## config.mk

```make
export PLATFORM = sky130hd
export DESIGN_NAME = hazard_scoreboard
export DESIGN_NICKNAME = d
export VERILOG_FILES = /design/src/rtl/hazard_pkg.sv /design/src/rtl/sb_shift_pipe.sv /design/src/rtl/hazard_scoreboard.sv
export SDC_FILE = /design/constraint.sdc
export NUM_CORES = 1
export LEC_CHECK = 0
export CORE_UTILIZATION = 54
export CTS_CLUSTER_DIAMETER = 80
export DETAILED_ROUTE_END_ITERATION = 8
export PLACE_DENSITY = 0.95
export SYNTH_ARGS = -nofsm -noshare
export SYNTH_HDL_FRONTEND = slang
export SYNTH_SLANG_ARGS = --single-unit
```

## constraint.sdc

```tcl
create_clock -name clk -period 4.6 [get_ports clk]
set_clock_uncertainty 0.2 [all_clocks]
set_input_delay 0.46 -clock clk [delete_from_list [all_inputs] [get_ports clk]]
set_output_delay 0.46 -clock clk [all_outputs]
set_load 0.005 [all_outputs]
```

## src/rtl/hazard_pkg.sv

```systemverilog
// Shared types for the decode-stage hazard scoreboard: register mask width and
// the in-flight entry record carried down the EX/MEM/WB shift register.
package hazard_pkg;

  localparam int RA_BIT     = 30;
  localparam int REG_MASK_W = RA_BIT + 1;

  typedef struct packed {
    logic                  valid;
    logic [REG_MASK_W-1:0] wmask;
    logic                  is_load;
  } sb_entry_t;

  function automatic sb_entry_t make_entry(input logic [REG_MASK_W-1:0] wmask,
                                           input logic                  is_load);
    sb_entry_t e;
    e.valid   = 1'b1;
    e.wmask   = wmask;
    e.is_load = is_load;
    return e;
  endfunction

endpackage

```

## src/rtl/sb_shift_pipe.sv

```systemverilog
// DEPTH-deep shift register of in-flight entries; entry 0 is EX, entry DEPTH-1 is WB.
// The whole pipe holds while en is low and clears synchronously on reset.
module sb_shift_pipe
  import hazard_pkg::*;
#(
  parameter int DEPTH = 3
) (
  input  logic                  clk,
  input  logic                  reset,
  input  logic                  en,
  input  sb_entry_t             din,
  output sb_entry_t [DEPTH-1:0] entries
);

  sb_entry_t [DEPTH-1:0] entries_reg;
  sb_entry_t [DEPTH-1:0] entries_next;

  generate
    for (genvar gi = 0; gi < DEPTH; gi++) begin : g_stage
      if (gi == 0) begin : g_head
        assign entries_next[gi] = din;
      end else begin : g_body
        assign entries_next[gi] = entries_reg[gi-1];
      end
    end
  endgenerate

  always_ff @(posedge clk) begin
    if (reset) begin
      entries_reg <= '0;
    end else if (en) begin
      entries_reg <= entries_next;
    end
  end

  assign entries = entries_reg;

endmodule

```

## src/rtl/hazard_scoreboard.sv

```systemverilog
// Decode-stage hazard controller: compares the ID read mask against in-flight
// write masks, decides stall/issue and counts hazard stall cycles.
module hazard_scoreboard
  import hazard_pkg::*;
#(
  parameter int DEPTH  = 3,
  parameter int FWD_EN = 1,
  parameter int CNT_W  = 16
) (
  input  logic                  clk,
  input  logic                  reset,
  input  logic                  id_valid,
  input  logic [REG_MASK_W-1:0] id_rmask,
  input  logic [REG_MASK_W-1:0] id_wmask,
  input  logic                  id_is_load,
  input  logic                  id_flush,
  input  logic                  mem_freeze,
  output logic                  stall,
  output logic                  issue,
  output logic [REG_MASK_W-1:0] busy_mask,
  output logic [DEPTH-1:0]      hit,
  output logic [CNT_W-1:0]      stall_cnt
);

  sb_entry_t [DEPTH-1:0] entries;
  sb_entry_t             ex_next;
  logic                  haz;
  logic                  cnt_inc;
  logic [CNT_W-1:0]      stall_cnt_reg;
  logic                  unused_load_bits;

  sb_shift_pipe #(.DEPTH(DEPTH)) u_pipe (
    .clk     (clk),
    .reset   (reset),
    .en      (~mem_freeze),
    .din     (ex_next),
    .entries (entries)
  );

  generate
    for (genvar gi = 0; gi < DEPTH; gi++) begin : g_hit
      assign hit[gi] = entries[gi].valid & (|(id_rmask & entries[gi].wmask));
    end
  endgenerate

  // The WB entry is excluded: the register file writes through to the read port.
  always_comb begin
    busy_mask = '0;
    for (int i = 0; i < DEPTH - 1; i++) begin
      if (entries[i].valid) busy_mask = busy_mask | entries[i].wmask;
    end
  end

  generate
    if (FWD_EN != 0) begin : g_fwd
      assign haz = id_valid & hit[0] & entries[0].is_load;
    end else begin : g_nofwd
      assign haz = id_valid & (|(id_rmask & busy_mask));
    end
  endgenerate

  always_comb begin
    unused_load_bits = 1'b0;
    for (int i = 0; i < DEPTH; i++) unused_load_bits = unused_load_bits ^ entries[i].is_load;
  end

  assign stall   = mem_freeze | (haz & ~id_flush);
  assign issue   = id_valid & ~id_flush & ~stall;
  assign ex_next = issue ? make_entry(id_wmask, id_is_load) : '0;

  // Freeze cycles are not hazard stalls, so they leave the counter alone.
  assign cnt_inc = haz & ~id_flush & ~mem_freeze;

  always_ff @(posedge clk) begin
    if (reset) begin
      stall_cnt_reg <= '0;
    end else if (cnt_inc && (stall_cnt_reg != {CNT_W{1'b1}})) begin
      stall_cnt_reg <= stall_cnt_reg + CNT_W'(1);
    end
  end

  assign stall_cnt = stall_cnt_reg;

endmodule

```

After elaboration in Yosys (flattened, before gate mapping)
Index checks and enable logic that the tools add are counted. Widths: inputs -> output; s select.

$add $sub $neg: 1. Equality and inequality tests: 1. Muxes and demuxes: 3. Bitwise logic cells: 17. Reduce and logical (&&, ||, !) cells: 4.

Operator list (number): $and 31x31->31 (3); $reduce_or 31->1 (3); $mux 31 (2); $mux 33 (1); $or 31x31->31 (1); $add 16x1->16 const B (1); $ne 16x16->1 const B (1); $and 1x1->1 (9); $not 1->1 (3); $logic_and 1x1->1 (1); $or 1x1->1 (1).

Bits in registers: 113. Output and inout bits: 52. Logic and storage cells: 34.

Depth between registers and ports, before layout
Gate-level depths: netlist of the first run.

Depth in word-level cells: 10. Mapped depth: 8.

By module
A second synthesis of the first run with hierarchy kept.

Cells, all modules: 560. Area, all modules: 5397.7 µm².

Modules (own cells, without submodules): sb_shift_pipe (times used 1, cells each 319, area each 3483.3 µm²); hazard_scoreboard (times used 1, cells each 241, area each 1914.3 µm²).

Worst setup path before layout of the first run
No wires, ideal clock.

Path kind: in2out. Start point: input port id_rmask[14]. End point: output port issue. Data arrival time: 1.761 ns. Required time: 3.940 ns. Setup slack: 2.179 ns. Stages: 7. Path through: a222oi_1 -> nand3_1 -> nor2_1 -> a21o_1 -> clkbuf_1 -> clkbuf_1 -> and2_1.

Cells in the longest elaborated chain, start to end: 9.

RTL lines: start, declared (RTL line hazard_scoreboard.sv:13) `input logic [REG_MASK_W-1:0] id_rmask,`; $and 31x31->31 (RTL line hazard_scoreboard.sv:42) `assign hit[gi] = entries[gi].valid & (|(id_rmask & entries[gi].wmask));`; $reduce_or 31->1 (RTL line hazard_scoreboard.sv:42); $and 1x1->1 (RTL line hazard_scoreboard.sv:42); $and 1x1->1 (2 in series) (RTL line hazard_scoreboard.sv:56) `assign haz = id_valid & hit[0] & entries[0].is_load;`; $and 1x1->1 (RTL line hazard_scoreboard.sv:67) `assign stall = mem_freeze | (haz & ~id_flush);`; $or 1x1->1 (RTL line hazard_scoreboard.sv:67); $not 1->1 (RTL line hazard_scoreboard.sv:68) `assign issue = id_valid & ~id_flush & ~stall;`; $and 1x1->1 (RTL line hazard_scoreboard.sv:68); end, declared (RTL line hazard_scoreboard.sv:19) `output logic issue,`.

No other way between the ends.

Worst setup path in the final report of the first run
Ends and elaborated chain as after synthesis.

==> results.cfg, run 1 <==
[run_status]
status = finished clean

[power]
pwr_density_cell_nw_per_um2 = 373
peakVddDrop_v = 0.000261
power.leakage_nw = 2.61

[global_route]
grt_start_max_net_pins = 123
globalRouteOverflowTotal = 0
first_global_vias = 4724
grt_pass1_wl_um = 24900
number_of_antenna_violations_at_the_first_check_in_global_routing = 0
tot_gr_track_use_pct = 33.0

[routing]
top_layer_used = met4
drt-initial-drc-count = 514
routed_wirelength_um = 16200
met2_wirelength_um = 7740
met3_wire_length_um = 1650
drt_pre_antenna_iters = 6
post_drt_via_cell_ratio = 6.66
routed_vias = 5075
drt.antenna.violating_nets = 0
route.layer.met1.wl_um = 6310
wire_per_inst_um = 21.2
detail_route.drc_violations = 0

[critical_path]
path_max_fanout = 17
cp.arrival_ns = 2.83
critical_path.endpoint_type = output pin
crit_type = in -> out
worstSetupStartpointType = input pin
worstPathRequired_ns = 3.94

[logic_synthesis]
synthesis.yosys.warnings = 0
fraction_of_the_yosys_area_taken_by_sequential_cells_pct = 44.5
synthCells = 539
post_synth.cell_area_avg_um2 = 9.43
mapped_area_um2 = 5080
ys_seq_elements = 113
synth_edf_count = 0
postSynth.topFlopCell = dfxtp_1
async_s_r_ff_share_synth_pct = 0
synth_cell_type_count = 39
synth_nets = 608

[clock_tree]
cts_buffer_depth = 2
tritoncts = built
insertion_delay_ns = 0.52
postCtsResizedCells = 0
cts_buffers = 17
tritoncts_num_sinks = 113
cts.repair_timing.setup_buffer_count = 0
htree_levels = 4
clk_root_buffer_cell = clkbuf_8
postCtsHoldBufs = 0
clkTransAtPathRegs_ns = 0.05

[timing]
hold_viol = 0
post-route-min-period_ns = 3.49
finalSetupTns_ns = 0
final-max-slew-violation-count = 0
setup_violations = 0
fmaxAchievable_mhz = 287
rsz0062_at_grt = false
max_slew.worst_pin.slew_ns = 1.22
fin_crit_sh_pct = 75.9
max-slew-margin-rel_pct = 19.0

[placement]
io_buffers = 119
place.detailed.hpwl_um = 10400
place_congestion = 0.967
detailed_place.area_um2 = 6280

[cells_and_area]
syn2layout_area_growth_pct = 35.7
utilization_pct = 75.0
nNetsFinal = 708
largest_register_ffs = 97
antenna-diode-count = 0
fillcell_total = 603
multi_input_comb_area_um2 = 2640
finalInstanceArea_um2 = 6890
post_route_cells_drive_above_1_share_pct = 6.91
seq_area_um2 = 2260

[min_path]
hp-class = in -> reg

[floorplan]
fp.dieH_um = 99
dieArea_um2 = 9800
fp-row-count = 35
floorplan.initialDensity_pct = 55.3
dieWidth_um = 99
design.portCount = 120
design.core.area_um2 = 9200

[run]
maxcap_viol_count = 0
-- cell families (layout without fill, tap and decap cells) --
logic type                 after synthesis  after routing  synth area share [%]
buffers and inverters                   46            158                  3.62
muxes                                   72             72                  14.4
adders and majority gates                1              1                 0.246
and+or+nand+nor                        179            179                  16.8
DFF                                    113            113                  44.5
AOI/OAI and AO/OA                      128            128                  20.5
-- synth_stat cells (2+ instances only) --
| master | instances | area, um2 |
|---|---|---|
| nand2_1 | 10 | 37.5 |
| nor4_1 | 7 | 43.8 |
| or4_1 | 6 | 45.0 |
| a22oi_1 | 27 | 203 |
| nor3_1 | 2 | 10.0 |
| nor2_1 | 108 | 405 |
| nand2b_1 | 4 | 25.0 |
| nor2b_1 | 9 | 56.3 |
| mux2_1 | 6 | 67.6 |
| a32oi_1 | 32 | 280 |
| dfxtp_1 | 113 | 2260 |
| buf_1 | 3 | 11.3 |
| or3_1 | 4 | 25.0 |
| a222oi_1 | 3 | 30.0 |
| and2_1 | 3 | 18.8 |
| buf_2 | 3 | 15.0 |
| and3_1 | 2 | 12.5 |
| nand3_1 | 6 | 30.0 |
| a21oi_1 | 7 | 35.0 |
| mux2i_1 | 65 | 651 |
| o21ai_0 | 5 | 25.0 |
| a22o_1 | 39 | 342 |
| clkbuf_1 | 37 | 139 |
| nand4_1 | 12 | 75.1 |
| o31ai_1 | 4 | 30.0 |
| a221oi_1 | 8 | 70.1 |
| o31a_1 | 2 | 17.5 |
-- through the flow --
step | std cells | setup slack (ns) | hold WS, ns | total power, mW
finish | 762 | 1.11 | 0.247 | 2.57
global route | 762 | 1.02 | 0.235 | 2.63
CTS | 762 | 1.13 | 0.227 | 2.56
detailed placement | 731 | 1.17 | 0.290 | 1.21
global placement | 731 | 1.22 | 0.278 | 1.21
floorplan | 539 | 2.18 | 0.263 | 1.11
-- layer usage --
layer / vias to the layer above / track usage [%]
met3: 61 / 8.72
met2: 350 / 53.6
met5: - / 0
met4: 0 / 13.1
li1: 2240 / -
met1: 2424 / 41.7
-- path summary, 6_finish.rpt --
path         slack [ns]  cells after the start                from                 end
max                1.11                      7        id_rmask[14]               issue
min                0.25                      3          mem_freeze  u_pipe.entries[60]
max reg2reg        1.88                      7        stall_cnt[0]       stall_cnt[14]
min reg2reg        0.31                      2  u_pipe.entries[67]  u_pipe.entries[67]
-- cells in the final DEF, fill, tap and decap left out, types with 8 or more instances in the layout --
| master | synthesis | layout |
|---|---|---|
| clkdlybuf4s50_1 | 0 | 117 |
| mux2i_1 | 65 | 65 |
| buf_4 | 0 | 8 |
| nand4_1 | 12 | 12 |
| a22oi_1 | 27 | 27 |
| nor2b_1 | 9 | 9 |
| a32oi_1 | 32 | 32 |
| dfxtp_1 | 113 | 113 |
| a22o_1 | 39 | 39 |
| a221oi_1 | 8 | 8 |
| clkbuf_16 | 0 | 16 |
| nand2_1 | 10 | 10 |
| nor2_1 | 108 | 107 |
-- report_power, final --
part,switching [mW],internal [mW],total [mW],leakage (nW)
combinational,0.0983,0.0912,0.190,1.41
sequential,0.0167,0.992,1.01,0.912
clock,0.455,0.916,1.37,0.296
-- critical path, stage by stage --
cell             delay (ns)
clkdlybuf4s50_1        0.47
a222oi_1               0.41
nand3_1                0.14
nor2_1                 0.14
a21o_1                 0.49
and2_1                 0.21
clkdlybuf4s50_1        0.49
-- area by class of cell --
type,count,share of cell area (%)
inverter,2,0.109
tap,111,2.01
timing repair buffer,125,17.9
clock inverter,10,2.29
sequential,113,32.8
clock buffer,21,6.66
multi-input combinational,380,38.3
(Power assumes the default switching activity.)
==> inputs of run 2 (changes only) <==
- CORE_UTILIZATION: 54 -> 50
- PLACE_DENSITY: 0.95 -> 0.89
- clock period: 4.6 -> 3.4 ns (I/O delays scaled with it)
==> results.cfg, run 2 (synthesis gave the netlist of run 1 again) <==
[cells_and_area]
mostFrequentLayoutCell = clkdlybuf4s50_1
antenna-diode-count = 0
utilization_pct = 71.1
largest_register_ffs = 97
fillcell_total = 730
nNetsFinal = 712
post_route_cells_drive_above_1_share_pct = 7.47
syn2layout_area_growth_pct = 37.3
multi_input_comb_area_um2 = 2640
mostFrequentLayoutCells = clkdlybuf4s50_1, dfxtp_1, nor2_1
seq_area_um2 = 2260

[power]
share_seq_of_total_power_pct = 38.6
netSwitchingFraction_pct = 21.3
clock_power_share_pct = 54.2
intPower_mw = 2.78
peakVddDrop_v = 0.000331
combPwrFrac_pct = 7.3
pwr_density_cell_nw_per_um2 = 507
power.leakage_nw = 2.65
post-layout-total-power_mw = 3.54
power.net_switching_uw = 752

[floorplan]
dieArea_um2 = 10600
floorplan.initialDensity_pct = 51.7
fp-row-count = 36
design.core.area_um2 = 9820
dieWidth_um = 103
design.portCount = 120
fp.dieH_um = 103

[clock_tree]
htree_levels = 4
tritoncts_num_sinks = 113
cts_buffer_depth = 2
tritoncts = built
clkTransAtPathRegs_ns = 0.05
postCtsResizedCells = 0
cts_buffers = 17
insertion_delay_ns = 0.51
cts.repair_timing.setup_buffer_count = 0
postCtsHoldBufs = 0
clk_root_buffer_cell = clkbuf_8

[placement]
place.detailed.hpwl_um = 11000
io_buffers = 119
place_congestion = 0.944
pre_cts_setup_slack_ns = 0.414

[critical_path]
worstPathRequired_ns = 2.86
critPathBufInv = 2
crit_path_end = stall
cp_top_family = buffers and inverters
critical_path.cell_chain = a222oi_1, nand3_1, nor2_1, a21o_1, buf_4, nand2b_1, clkdlybuf4s50_1
r2r.worst_path.cells = 7
worstSetupStartpointType = flop
slowest_stage = clkdlybuf4s50_1
critical_path.endpoint_type = output pin
r2r-start = stall_cnt[0]
critical_path.max_stage_delay_ns = 0.44
timing.rr.end = stall_cnt[14]
setup.worst_path.start = u_pipe.entries[15]
r2r_slack_ns = 0.75
path_max_fanout = 18
crit_type = reg -> out
cp.arrival_ns = 2.54
critical_path_depth = 7

[routing]
drt_pre_antenna_iters = 7
detail_route.drc_violations = 0
post_drt_via_cell_ratio = 6.32
routed_wirelength_um = 15900
drt-initial-drc-count = 443
drt.antenna.violating_nets = 0
routed_vias = 4989
wire_per_inst_um = 20.2

[timing]
rsz0062_at_grt = false
fin_crit_sh_pct = 90.5
fmaxAchievable_mhz = 325
max_slew.worst_pin.slew_ns = 0.944
post-route-min-period_ns = 3.08
final-max-slew-violation-count = 0
setup_violations = 0
finalSetupTns_ns = 0
hold_ws_ns = 0.125
finalWorstSetupSlack_ns = 0.324
max-slew-margin-rel_pct = 37.1
hold_viol = 0

[min_path]
hp-class = in -> reg

[global_route]
number_of_antenna_violations_at_the_first_check_in_global_routing = 0
grt_pass1_wl_um = 24700
first_global_vias = 4694
tot_gr_track_use_pct = 31.2
grt_start_max_net_pins = 95
globalRouteOverflowTotal = 0

[run]
maxcap_viol_count = 0

[run_status]
status = finished clean
[run 2: changes by cell type in the layout (fill, tap and decap cells not counted)]
cell / change
clkbuf_1: +1
buf_4: +4
clkinvlp_4: -1
bufinv_16: +1
[run 2: worst min path at each step]
stage	slack [ns]	to	startpoint	cells after the start
after floorplan	0.26	u_pipe.entries[69]	u_pipe.entries[69]	2
after global placement	0.28	stall_cnt[15]	stall_cnt[15]	2
after detailed placement	0.29	u_pipe.entries[86]	u_pipe.entries[86]	2
after CTS	0.11	stall_cnt[7]	mem_freeze	5
after global routing	0.12	stall_cnt[7]	mem_freeze	5
final	0.13	stall_cnt[7]	mem_freeze	5
[run 2: area by class of cell]
cell class / instances / area share, %
Inverter: 2 / 0.108
Clock inverter: 10 / 2.58
Sequential cell: 113 / 32.4
Timing Repair Buffer: 129 / 18.1
Clock buffer: 22 / 6.63
Multi-Input combinational cell: 380 / 37.8
Tap cell: 133 / 2.38
[run 2: routing by layer]
| metal | vias to the layer above | global-route usage, % | share of wire (%) |
|---|---|---|---|
| li1 | 2248 | - | - |
| met1 | 2398 | 41.4 | 40 |
| met4 | 0 | 14.1 | 3.5 |
| met3 | 52 | 5.83 | 9.1 |
| met2 | 291 | 49.5 | 48 |
| met5 | - | 0 | 0 |
[run 2: worst register-to-register path, delay by kind of cell (launching register included)]
kind                       cells  cell delay [ns]
and+or+nand+nor                4             1.38
DFF                            1             0.38
muxes                          1             0.30
adders and majority gates      1             0.22
buffers and inverters          1             0.06
[run 2: through the flow]
step	instance area, um2	instances
floorplan	5080	539
global placement	6330	757
detailed placement	6330	757
CTS	6980	789
global route	6980	789
finish	6980	789
[run 2: power groups by stage]
| stage | Combinational (mW) | Clock (mW) | Sequential (mW) |
|---|---|---|---|
| CTS | 0.252 | 1.92 | 1.36 |
| global placement | 0.246 | 0 | 1.39 |
| floorplan | 0.124 | 0 | 1.38 |
| global route | 0.271 | 1.99 | 1.37 |
| detailed placement | 0.250 | 0 | 1.39 |
| finish | 0.256 | 1.91 | 1.36 |
